===== src/rtl/mac_pipe.sv =====
// mac_pipe: two-stage pipelined unsigned multiply-accumulate with valid/ready
// handshake, accumulate mode with clear, and sticky overflow detection.
//
// Ports:
//   clk, rst_n          clock, asynchronous active-low reset
//   in_valid, in_ready  input handshake (in_ready = pipeline enable)
//   mode                0 = MAC (A*B+C), 1 = ACC (acc += A*B)
//   clear               zero acc/overflow at this item's stage-2 update
//   A, B, C             WIDTH-bit unsigned operands
//   out_valid, out_ready output handshake
//   DATA_OUT            OW = 2*WIDTH+GUARD bit result
//   overflow            sticky accumulator overflow flag
module mac_pipe #(
  parameter int WIDTH    = 8,
  parameter int GUARD    = 4,
  parameter bit SATURATE = 1'b1
) (
  input  logic                       clk,
  input  logic                       rst_n,
  input  logic                       in_valid,
  output logic                       in_ready,
  input  logic                       mode,
  input  logic                       clear,
  input  logic [WIDTH-1:0]           A,
  input  logic [WIDTH-1:0]           B,
  input  logic [WIDTH-1:0]           C,
  output logic                       out_valid,
  input  logic                       out_ready,
  output logic [2*WIDTH+GUARD-1:0]   DATA_OUT,
  output logic                       overflow
);

  localparam int PW = 2 * WIDTH;
  localparam int OW = 2 * WIDTH + GUARD;

  // Single global enable: the whole pipeline freezes while the output is
  // held and not taken, so every stage sees the same stall.
  logic en;
  assign en       = !out_valid || out_ready;
  assign in_ready = en;

  // Stage 1 registers
  logic             v1;
  logic [PW-1:0]    p_q;
  logic [WIDTH-1:0] c_q;
  logic             mode_q;
  logic             clear_q;

  always_ff @(posedge clk or negedge rst_n) begin
    if (!rst_n) begin
      v1      <= 1'b0;
      p_q     <= '0;
      c_q     <= '0;
      mode_q  <= 1'b0;
      clear_q <= 1'b0;
    end else if (en) begin
      v1      <= in_valid;
      p_q     <= PW'(A) * PW'(B);
      c_q     <= C;
      mode_q  <= mode;
      clear_q <= clear;
    end
  end

  // Stage 2 result / accumulator update
  logic [OW-1:0] acc;
  logic [OW-1:0] base;
  logic [OW-1:0] acc_nxt;
  logic [OW-1:0] res;
  logic [OW:0]   sum;
  logic          ovf_nxt;

  always_comb begin
    base    = clear_q ? '0 : acc;
    sum     = (OW+1)'(base) + (OW+1)'(p_q);
    acc_nxt = acc;
    ovf_nxt = clear_q ? 1'b0 : overflow;
    res     = '0;
    if (!mode_q) begin
      // P + C always fits in 2*WIDTH bits, so MAC mode never overflows.
      res = OW'(p_q) + OW'(c_q);
      if (clear_q) acc_nxt = '0;
    end else begin
      if (sum[OW]) begin
        ovf_nxt = 1'b1;
        acc_nxt = SATURATE ? '1 : sum[OW-1:0];
      end else begin
        acc_nxt = sum[OW-1:0];
      end
      res = acc_nxt;
    end
  end

  always_ff @(posedge clk or negedge rst_n) begin
    if (!rst_n) begin
      out_valid <= 1'b0;
      DATA_OUT  <= '0;
      acc       <= '0;
      overflow  <= 1'b0;
    end else if (en) begin
      out_valid <= v1;
      if (v1) begin
        DATA_OUT <= res;
        acc      <= acc_nxt;
        overflow <= ovf_nxt;
      end
    end
  end

endmodule

===== config.mk =====
export PLATFORM = sky130hd
export DESIGN_NAME = mac_pipe
export DESIGN_NICKNAME = d
export VERILOG_FILES = /design/src/rtl/mac_pipe.sv
export SDC_FILE = /design/constraint.sdc
export NUM_CORES = 1
export LEC_CHECK = 0
export BUFFER_PORTS_ARGS = -buffer_cell sky130_fd_sc_hd__clkbuf_2
export CAP_MARGIN = 10
export CORE_MARGIN = 2
export CORE_UTILIZATION = 39
export CTS_CLUSTER_DIAMETER = 120
export DETAILED_ROUTE_END_ITERATION = 6
export GPL_ROUTABILITY_DRIVEN = 0
export GPL_TIMING_DRIVEN = 0
export MAX_ROUTING_LAYER = met4
export PLACE_DENSITY = 0.59
export SYNTH_ARGS = -nofsm -noshare
export SYNTH_HDL_FRONTEND = slang
export SYNTH_SLANG_ARGS = --single-unit

===== constraint.sdc =====
create_clock -name clk -period 3.15 [get_ports clk]
set_input_delay 0.1575 -clock clk [delete_from_list [all_inputs] [get_ports clk]]
set_output_delay 0.1575 -clock clk [all_outputs]
set_load 0.02 [all_outputs]

* Yosys cells after proc, flatten, opt, wreduce, memory -nomap -nowiden
Index checks and enable logic that the tools add are counted.
Storage, ports and cells: register bits after elaboration 69, bits of input ports 30, output and inout port bits 23, word-level logic and storage cells 22
Operators by class: $add $sub $neg 2, $mul 1, multiplexer cells 7, reductions and logical operators 3
Operators with widths (count):
- 2-to-1 mux 20 bit | 4
- adder 20 x 16 -> 21 bit | 1
- adder 16 x 8 -> 17 bit | 1
- multiplier 8 x 8 -> 16 bit | 1
- 2-to-1 mux 1 bit | 3
- AND reduction 2 bit | 1
- logical NOT 1 bit | 1
- logical OR 1 bit | 1

* Longest topological paths before layout
Gate-level depths: netlist of run 1.
depth after elaboration 4, depth in mapped cells 17, depth with buffers taken out 17

* Worst setup path before layout of run 1
No wires, ideal clock.
path type input-to-reg, start input port B[4], end register p_q[14], setup time 135 ps, data arrival time 3682 ps, required time 3015 ps, setup slack -668 ps, cell stages on the path 13, buffers on the path 0, path through and2_1 > fa_1 > fa_1 > inv_1 > fa_1 > fa_1 > inv_1 > ha_1 > a2111oi_0 > o21ai_0 > a31oi_1 > xor2_1 > o21ai_0
Between the ends: cells in the longest elaborated chain, start to end 1
Ends and longest elaborated chain:
- from (decl) | line 25 | input logic [WIDTH-1:0] B,
- multiplier 8 x 8 -> 16 bit | line 58 | p_q <= PW'(A) * PW'(B);
- to (signal assigned) | line 58
- to (decl) | line 44 | logic [PW-1:0] p_q;
No other way between the ends. A chain may end at the register's enable or synchronous reset.

* Worst setup path after layout of run 1
start input port B[5], end register p_q[14]
Same word-level chain as after synthesis.

==> results of run 1 <==
-- Yosys cell counts, types with 4 or more instances --
library cell	instances	share of area (%)
a21oi_1	43	3.4
o21a_1	9	1.1
and2_1	49	4.9
nand2_1	115	6.9
inv_1	60	3.6
a21o_1	15	1.8
xnor2_1	19	2.7
or3_1	8	0.80
nor2_1	39	2.3
nor3_1	9	0.72
ha_1	60	12
clkbuf_1	19	1.1
a211oi_1	5	0.60
nand4_1	6	0.60
o31ai_1	4	0.48
xor2_1	13	1.8
dfrtp_1	69	28
o21ai_0	53	4.2
nand2b_1	5	0.50
nand3_1	13	1.0
o211ai_1	4	0.48
fa_1	38	12
nor2b_1	24	2.4
a31oi_1	8	0.80
-- cell usage in the layout (no fill, tap or decap), types with 3 or more instances in the layout --
master     instances
o211ai_1           4
buf_6              7
a21oi_2            6
o21ai_2            3
o21ai_1            8
nand2_1          111
a21o_1            13
nor2_2             4
nor2b_1           24
nand3_1           12
a21oi_1           36
clkbuf_1          15
buf_4             17
inv_1             52
clkbuf_2          37
a31oi_1            8
fa_1              35
nand2b_1           5
ha_1              52
a211oi_1           4
clkbuf_4           3
and2_1            36
o21ai_0           44
buf_8              3
o21a_1             9
nand4_1            6
xor2_1            13
inv_2              9
fa_2               3
o31ai_1            4
nor3_1             9
clkbuf_16         11
nor2_1            35
or3_1              8
and2_4            13
dfrtp_1           68
clkbuf_8           4
ha_4               6
xnor2_1           19
-- power groups by stage --
stage	clock network, W	registers (W)	logic (W)
2_1_floorplan	0	0.00151	0.00248
3_3_place_gp	0	0.00146	0.00326
3_5_place_dp	0	0.00147	0.00335
4_1_cts	0.00113	0.00146	0.00349
5_1_grt	0.00117	0.00151	0.00414
6_report	0.00111	0.00146	0.00373
-- cells by family after synthesis --
family / count (synthesis) / share of synthesized area, %
adder cells (fa/ha/maj): 98 / 24.21
buffers and inverters: 82 / 4.971
XOR/XNOR: 32 / 4.490
flip-flops: 69 / 27.66
AO/OA/AOI/OAI: 170 / 17.12
AND/OR/NAND/NOR: 277 / 21.39
multiplexers: 1 / 0.1604
-- routing by layer --
layer | GRT usage [%] | vias up | part of all wire (%)
li1 | - | 2647 | -
met1 | 25.95 | 2659 | 46
met2 | 34.77 | 134 | 48
met3 | 3.379 | 30 | 4.2
met4 | 7.947 | 0 | 2.1
met5 | - | - | 0
-- sequential cells by signal, indices dropped and copies added (netlist names) --
| register | flops |
|---|---|
| clear_q | 1 |
| c_q | 8 |
| DATA_OUT | 20 |
| mode_q | 1 |
| p_q | 16 |
| overflow | 1 |
| v1 | 1 |
| acc | 20 |
| out_valid | 1 |
-- final cells by class --
cell class	count	area share, %
Buffer	20	1.201
Clock buffer	9	2.920
Clock inverter	7	1.265
Inverter	61	2.969
Multi-Input combinational cell	578	57.98
Sequential cell	69	22.40
Tap cell	216	3.504
Timing Repair Buffer	74	7.755
-- stage by stage --
stage,hold slack (ns),instances
after global placement,0.3555,997
after floorplan,-0.1381,729
final,0.007522,1034
after detailed placement,0.1466,998
after CTS,0.003519,1026
after global routing,0.005957,1034
-- worst max-delay path by stage --
stage          endpoint  from  cells past startpoint
6_report        p_q[14]  B[5]                     16
5_1_grt         p_q[14]  A[6]                     17
4_1_cts         p_q[13]  A[6]                     16
3_5_place_dp    p_q[14]  A[4]                     14
3_3_place_gp    p_q[14]  B[5]                     14
2_1_floorplan   p_q[15]  A[7]                     15
-- worst max-delay path, cell delays in order --
cell and delay, ns:
clkbuf_8 0.15, and2_4 0.17, fa_1 0.56, fa_1 0.44, fa_1 0.51, inv_2 0.04, fa_1 0.48, inv_2 0.05
ha_4 0.25, o21ai_4 0.07, inv_2 0.05, o21ai_2 0.15, o21ai_1 0.10, a31oi_1 0.21, xor2_1 0.19, o21ai_1 0.07
-- timing repair --
item / in CTS / in global routing
endpoints found under the hold margin: 28 / 0
hold buffers: 2 / 0
setup buffers: 11 / 9
pin swaps: 35 / 33
endpoints found under the setup margin: 49 / 25
gates resized for setup: 42 / 54
==> results.sh, run 1 <==
export IMPL_clock_latency_ns=0.35
export IMPL_drt_vias_per_instance=5.290
export IMPL_critPathKind="input pin to flop"
export IMPL_drive_above_1_share_pct=19.19
export IMPL_violations="negative setup slack"
export IMPL_syn_nets=857
export IMPL_die_y_um=130.5
export IMPL_syn2layout_area_growth_pct=23.55
export IMPL_grt_pass1_wl_um=27210
export IMPL_min_period_ns=3.423
export IMPL_min_from="C[2]"
export IMPL_multi_input_area_sq_mm=0.004472
export IMPL_synth_edf_count=0
export IMPL_ys_types=58
export IMPL_diodes=0
export IMPL_nNetsFinal=941
export IMPL_clockPowerShare_pct=17.6
export IMPL_p_leak_nw=3.678
export IMPL_ys_ff_latch=69
export IMPL_cts_sinks=69
export IMPL_p_sw_share_pct=43.77
export IMPL_max_freq_mhz=292.1
export IMPL_crit_path_end_kind="flop"
export IMPL_cts_tree="built"
export IMPL_p_int_w=0.003541
export IMPL_clkTransAtPathRegs_ns=0.06
export IMPL_grt_max_degree=43
export IMPL_rsz0062_at_grt="true"
export IMPL_setup_ws_ns=-0.2733
export IMPL_whs_endpoint="c_q[2]"
export IMPL_reg2reg_slack_ns=0.11
export IMPL_final_period_utilization_pct=108.7
export IMPL_syn_area_per_cell_sq_um=8.563
export IMPL_drv_slew=0
export IMPL_maxCapViolations=0
export IMPL_syn_area_sq_mm=0.006242
export IMPL_yosys_warnings=0
export IMPL_ctsHtreeMaxLevel=3
export IMPL_io_pins=53
export IMPL_cp_required_ns=3.37
export IMPL_synth_ff_type="dfrtp_1"
export IMPL_fin_setup_tns_ns=-1.390
export IMPL_die_area_sq_mm=0.01703
export IMPL_cts_root_buf="clkbuf_16"
export IMPL_dp_hpwl_um=12690
export IMPL_status="finished, violations left"
export IMPL_place_area_sq_mm=0.006925
export IMPL_grt_pass1_vias=5507
export IMPL_drt_first_pass_iters=5
export IMPL_synthArstFlopShare_pct=100.0
export IMPL_numCtsBuffers=9
export IMPL_drt_wl_total_um=16650
export IMPL_drt_initial_drc_count=279
export IMPL_critPathMaxFanout=8
export IMPL_sequentialPowerShare_pct=23.2
export IMPL_fin_skew_ns=0.006498
export IMPL_stdcell_area_sq_mm=0.007712
export IMPL_comb_power_share_pct=59.2
export IMPL_grt_use_total_pct=21.01
export IMPL_synth_cells=729
export IMPL_start_kind="input pin"
export IMPL_fillCellCount=1497
export IMPL_cts_path_max_buffers=2
export IMPL_antenna_found_initial=0
export IMPL_setup_violations=7
export IMPL_arrival_ns=3.65
export IMPL_holdCritPathClass="input pin to flop"
export IMPL_worstRegToRegCells=10
export IMPL_p_switching_w=0.002756
export IMPL_vias=5470
export IMPL_max_slew_margin_pct=42.15
export IMPL_utilization_pct=48.91
export IMPL_fp_row_count=46
export IMPL_hold_depth=3
export IMPL_drc=0
export IMPL_tightest_slew_ns=0.8619
export IMPL_power_w=0.006297
export IMPL_place_ws_ns=-0.7779
export IMPL_coreArea_sq_mm=0.01577
export IMPL_io_buffers=52
export IMPL_r2r_start="clear_q"
export IMPL_drtAntennaViolNets=0
export IMPL_hold_viol_final=0
export IMPL_routedWlPerCell_um=16.11
export IMPL_r2r_end="DATA_OUT[19]"
export IMPL_p_per_area_mw_per_mm2=816.4
export IMPL_irDropWorstVdd_mv=0.2756
export IMPL_seqCellArea_sq_mm=0.001728
export IMPL_seq_area_frac_synth_pct=27.66
export IMPL_die_x_um=130.5
export IMPL_start_util_pct=39.58
export IMPL_grt_remaining_overflow=0
(Power assumes the default switching activity.)
==> run 2, diff against run 1 <==
--- a/config.mk
+++ b/config.mk
@@ -14,7 +14,7 @@
 export GPL_ROUTABILITY_DRIVEN = 0
 export GPL_TIMING_DRIVEN = 0
 export MAX_ROUTING_LAYER = met4
-export PLACE_DENSITY = 0.59
+export PLACE_DENSITY = 0.57
 export SYNTH_ARGS = -nofsm -noshare
 export SYNTH_HDL_FRONTEND = slang
 export SYNTH_SLANG_ARGS = --single-unit
==> constraint.sdc (replaced) <==
create_clock -name clk -period 4.4 [get_ports clk]
set_input_delay 0.22 -clock clk [delete_from_list [all_inputs] [get_ports clk]]
set_output_delay 0.22 -clock clk [all_outputs]
set_load 0.02 [all_outputs]
==> run 2 against run 1 <==
Effect of this change: the flow now finishes without violations; worst setup slack improved by 0.71 ns; power fell by 35%; sequential power fell by 28%; register-to-register slack improved by 0.33 ns; first-iteration DRC count rose by 51%; global-route usage fell by 0.22 points; non-clock buffer count fell by 19; combinational power fell by 38%; flip-flop and latch count did not move; wire length fell by 1.8%; via count fell by 1.3%; largest power group unchanged.
==> results.sh, run 2 (synthesis results as in run 1) <==
export IMPL_status="complete, no violations"
export IMPL_crit_path_end_kind="flop"
export IMPL_antenna_found_initial=0
export IMPL_p_per_area_mw_per_mm2=575.6
export IMPL_utilization_pct=45.19
export IMPL_grt_use_total_pct=20.78
export IMPL_drt_vias_per_instance=5.319
export IMPL_setup_violations=0
export IMPL_start_util_pct=39.58
export IMPL_dp_hpwl_um=12750
export IMPL_numCtsBuffers=9
export IMPL_reg_top3="DATA_OUT: 20 flops, acc: 20 flops, p_q: 16 flops"
export IMPL_hold_viol_final=0
export IMPL_syn2layout_area_growth_pct=14.17
export IMPL_drt_initial_drc_count=421
export IMPL_io_pins=53
export IMPL_die_area_sq_mm=0.01703
export IMPL_grt_pass1_vias=5418
export IMPL_final_period_utilization_pct=90.03
export IMPL_vias=5399
export IMPL_cts_root_buf="clkbuf_16"
export IMPL_cts_tree="built"
export IMPL_fillCellCount=1592
export IMPL_drt_first_pass_iters=5
export IMPL_max_freq_mhz=252.5
export IMPL_grt_remaining_overflow=0
export IMPL_drt_wl_total_um=16360
export IMPL_fin_skew_ns=0.007258
export IMPL_cp_required_ns=4.66
export IMPL_fp_row_count=46
export IMPL_die_y_um=130.5
export IMPL_layout_common_cells="nand2_1, dfrtp_1, inv_1, ha_1, o21ai_0"
export IMPL_drive_above_1_share_pct=9.637
export IMPL_cts_setup_buffers=0
export IMPL_cts_path_max_buffers=2
export IMPL_arrival_ns=4.23
export IMPL_max_slew_margin_pct=44.51
export IMPL_diodes=0
export IMPL_mostFrequentLayoutCell="nand2_1"
export IMPL_reg2reg_slack_ns=0.44
export IMPL_critPathKind="flop to flop"
export IMPL_maxCapViolations=0
export IMPL_io_buffers=52
export IMPL_p_leak_nw=3.504
export IMPL_coreArea_sq_mm=0.01577
export IMPL_drtAntennaViolNets=0
export IMPL_clkTransAtPathRegs_ns=0.06
export IMPL_rsz0062_at_grt="false"
export IMPL_grt_max_degree=45
export IMPL_drv_slew=0
export IMPL_drc=0
export IMPL_tightest_slew_ns=0.8274
export IMPL_clock_latency_ns=0.34
export IMPL_critPathMaxFanout=10
export IMPL_cts_sinks=69
export IMPL_holdWs_ns=0.07812
export IMPL_nNetsFinal=922
export IMPL_start_kind="flop"
export IMPL_die_x_um=130.5
export IMPL_holdCritPathClass="input pin to flop"
export IMPL_irDropWorstVdd_mv=0.2462
export IMPL_ctsHtreeMaxLevel=3
export IMPL_min_period_ns=3.961
export IMPL_routedWlPerCell_um=16.11
export IMPL_grt_pass1_wl_um=26930
-- run 2: cell count changes in the layout (fill, tap and decap cells not counted), moves of 8 or more --
cell / change
buf_4: -17
and2_4: -13
inv_1: +8
and2_1: +13
o21ai_0: +8
inv_2: -8
ha_1: +8
clkbuf_2: +14
-- run 2: cell type report --
cell class | instances | area, sq um | area share, %
plain buffers | 21 | 81.33 | 1.141
clock buffers | 11 | 232.7 | 3.265
clock inverters | 5 | 75.07 | 1.053
inverters | 61 | 229.0 | 3.213
multi-input cells | 578 | 4212 | 59.09
flip-flops and latches | 69 | 1727 | 24.23
well taps | 216 | 270.3 | 3.792
repair buffers | 54 | 300.3 | 4.213
-- run 2: final timing paths --
check,end,from,depth (start not counted)
worst min-delay path,c_q[4],C[4],3
worst min register to register,acc[0],acc[0],2
worst max register to register,DATA_OUT[3],clear_q,12
min in group asynchronous,acc[3],rst_n,2
max in group asynchronous,acc[16],rst_n,3
worst max-delay path,DATA_OUT[3],clear_q,12
-- run 2: per-stage QoR --
stage	setup slack [ns]	setup TNS (ns)	cell area [sq um]	instances	total power, W
after detailed placement	-0.1463	-0.1463	6803	998	0.003290
after global placement	-0.04450	-0.04450	6773	997	0.003225
final	0.4389	0	7127	1015	0.004102
after CTS	0.2252	0	7121	1015	0.004080
after floorplan	0.5198	0	6242	729	0.002723
after global routing	0.08143	0	7127	1015	0.004455
-- run 2: critical path, cell delays in order, from the launching register on --
cell,delay [ns]
dfrtp_1,0.39
clkbuf_1,0.48
clkbuf_1,0.48
nor2b_1,0.13
ha_1,0.41
a21oi_1,0.08
o21ai_0,0.40
a41oi_1,0.20
o21ai_2,0.12
a21o_1,0.30
clkbuf_1,0.46
o21ai_0,0.21
a31oi_1,0.20
-- run 2: metal layers --
layer / global-route usage (%) / vias to the layer above / wire length (um)
li1: - / 2601 / -
met1: 25.93 / 2598 / 7376
met2: 34.62 / 160 / 7777
met3: 2.239 / 40 / 692
met4: 8.511 / 0 / 510
met5: - / - / 0
-- run 2: repair_timing --
action,CTS,global route
gates resized for setup,0,3
hold buffers,1,0
endpoints found under the setup margin,0,1
endpoints found under the hold margin,25,0
-- run 2: report_power, final --
part | internal [W] | switching [W]
clock | 0.000493 | 0.000269
sequential | 0.000856 | 0.000189
combinational | 0.000947 | 0.00135
==> run 3, diff against run 2 <==
==> constraint.sdc (replaced) <==
create_clock -name clk -period 3.9 [get_ports clk]
set_input_delay 0.195 -clock clk [delete_from_list [all_inputs] [get_ports clk]]
set_output_delay 0.195 -clock clk [all_outputs]
set_load 0.02 [all_outputs]
==> run 3 against run 2 <==
Effect of this change: worst setup slack worse by 0.26 ns; cell area up 1.4%; largest power group unchanged; flip-flop and latch count unchanged; largest cell class unchanged; first-iteration DRC count up 10%; critical endpoint is now p_q[11]; clock skew down 0.0017 ns.
==> results.sh, run 3 (synthesis results as in run 1) <==
export IMPL_antenna_found_initial=0
export IMPL_fp_row_count=46
export IMPL_fin_cells=1015
export IMPL_diodes=0
export IMPL_drive_above_1_share_pct=11.39
export IMPL_holdCritPathClass="input pin to flop"
export IMPL_irDropWorstVdd_mv=0.2753
export IMPL_grt_pass1_vias=5418
export IMPL_vias=5409
export IMPL_place_ws_ns=-0.6213
export IMPL_final_period_utilization_pct=95.54
export IMPL_drt_first_pass_iters=6
export IMPL_io_buffers=52
export IMPL_reg_top3="DATA_OUT: 20 flops, acc: 20 flops, p_q: 16 flops"
export IMPL_coreArea_sq_mm=0.01577
export IMPL_p_leak_nw=3.515
export IMPL_drv_slew=0
export IMPL_min_period_ns=3.726
export IMPL_numCtsBuffers=9
export IMPL_cts_path_max_buffers=2
export IMPL_setup_ws_ns=0.1740
export IMPL_arrival_ns=3.93
export IMPL_die_area_sq_mm=0.01703
export IMPL_nNetsFinal=922
export IMPL_ctsHtreeMaxLevel=3
export IMPL_die_x_um=130.5
export IMPL_cts_root_buf="clkbuf_16"
export IMPL_die_y_um=130.5
export IMPL_syn2layout_area_growth_pct=15.77
export IMPL_fin_skew_ns=0.005571
export IMPL_cp_required_ns=4.11
export IMPL_dp_hpwl_um=12750
export IMPL_critPathKind="input pin to flop"
export IMPL_max_freq_mhz=268.4
export IMPL_layout_common_cells="nand2_1, dfrtp_1, inv_1, ha_1, o21ai_0"
export IMPL_tightest_slew_ns=0.7810
export IMPL_min_from="C[4]"
export IMPL_mostFrequentLayoutCell="nand2_1"
export IMPL_drt_initial_drc_count=464
export IMPL_crit_chain="clkbuf_2 > and2_1 > fa_1 > fa_1 > ha_1 > inv_1 > fa_1 > inv_1 > ha_1 > nor2b_1 > o21ai_0 > a21oi_2 > a21o_1 > a21oi_1 > xor2_1 > o21ai_0"
export IMPL_start_kind="input pin"
export IMPL_path_common_cell="fa_1"
export IMPL_cts_sinks=69
export IMPL_io_pins=53
export IMPL_grt_remaining_overflow=0
export IMPL_grt_pass1_wl_um=26930
export IMPL_maxCapViolations=0
export IMPL_hold_viol_final=0
export IMPL_critPathMaxFanout=8
export IMPL_routedWlPerCell_um=16.16
export IMPL_drc=0
export IMPL_startpoint="B[4]"
export IMPL_drt_wl_total_um=16400
export IMPL_cts_tree="built"
export IMPL_drtAntennaViolNets=0
export IMPL_slowest_stage="fa_1"
export IMPL_crit_path_end_kind="flop"
export IMPL_setup_violations=0
export IMPL_dp_cells=998
export IMPL_holdWs_ns=0.05415
export IMPL_fillCellCount=1578
export IMPL_max_slew_margin_pct=47.62
export IMPL_start_util_pct=39.58
export IMPL_clock_latency_ns=0.34
export IMPL_rsz0062_at_grt="true"
export IMPL_utilization_pct=45.83
export IMPL_grt_max_degree=45
export IMPL_cpPeakStageDelay_ns=0.53
export IMPL_p_per_area_mw_per_mm2=660.8
export IMPL_grt_use_total_pct=20.78
export IMPL_status="complete, no violations"
export IMPL_r2r_start="clear_q"
export IMPL_clkTransAtPathRegs_ns=0.05
export IMPL_drt_vias_per_instance=5.329
-- run 3: cell count changes in the layout (fill, tap and decap cells not counted), moves of 3 or more --
| cell | previous run | this run |
|---|---|---|
| a21oi_1 | 43 | 39 |
| o21ai_2 | 1 | 4 |
| a21oi_2 | 1 | 5 |
| ha_4 | 0 | 4 |
| ha_1 | 60 | 56 |
-- run 3: final cells by class --
| type | count | area (sq um) | area share, % |
|---|---|---|---|
| plain buffers | 21 | 83.83 | 1.160 |
| clock buffers | 11 | 232.7 | 3.220 |
| clock inverters | 5 | 75.07 | 1.039 |
| inverters | 61 | 229.0 | 3.168 |
| multi-input cells | 578 | 4304 | 59.56 |
| flip-flops and latches | 69 | 1727 | 23.89 |
| well taps | 216 | 270.3 | 3.740 |
| repair buffers | 54 | 305.3 | 4.224 |
-- run 3: where the power goes --
part / total [W] / internal (W) / switching [W]
Combinational: 0.00274 / 0.00116 / 0.00158
Clock: 0.000860 / 0.000556 / 0.000304
Sequential: 0.00118 / 0.000966 / 0.000212
Total: 0.00478 / 0.00268 / 0.00209
-- run 3: worst paths after layout --
path | to | slack, ns | cells past startpoint
worst max-delay path | p_q[11] | 0.17 | 16
worst max register to register | DATA_OUT[19] | 0.19 | 12
min in group asynchronous | acc[3] | 0.34 | 2
worst min-delay path | c_q[4] | 0.05 | 3
max in group asynchronous | acc[16] | 3.01 | 3
worst min register to register | acc[0] | 0.46 | 2
-- run 3: stage by stage --
stage | setup TNS (ns) | cell area [sq um] | total power [W]
CTS | 0 | 7127 | 0.004618
finish | 0 | 7227 | 0.004776
global placement | -1.478 | 6773 | 0.003638
floorplan | 0 | 6242 | 0.003072
global route | -0.1389 | 7227 | 0.005186
detailed placement | -1.895 | 6803 | 0.003712
-- run 3: timing repair --
action / 4_1_cts / 5_1_grt
hold buffers: 1 / 0
gates resized for setup: 4 / 28
endpoints found under the hold margin: 25 / 0
pin swaps: 1 / 6
endpoints found under the setup margin: 1 / 31
setup buffers: 0 / 0
cloned: 0 / 0
-- run 3: routing by layer --
metal	wire, um	part of all wire [%]	vias up	track usage, %
li1	-	-	2600	-
met1	7347	45	2603	25.93
met2	7874	48	171	34.62
met3	742	4.5	35	2.239
met4	433	2.6	0	8.511
met5	0	0	-	-
-- run 3: critical path, delay by kind of cell --
| family | cells | cell delay, ns |
|---|---|---|
| simple gates | 2 | 0.34 |
| fa+ha+maj | 5 | 2.07 |
| xor+xnor | 1 | 0.15 |
| compound gates | 5 | 0.94 |
| buf+inv | 3 | 0.24 |
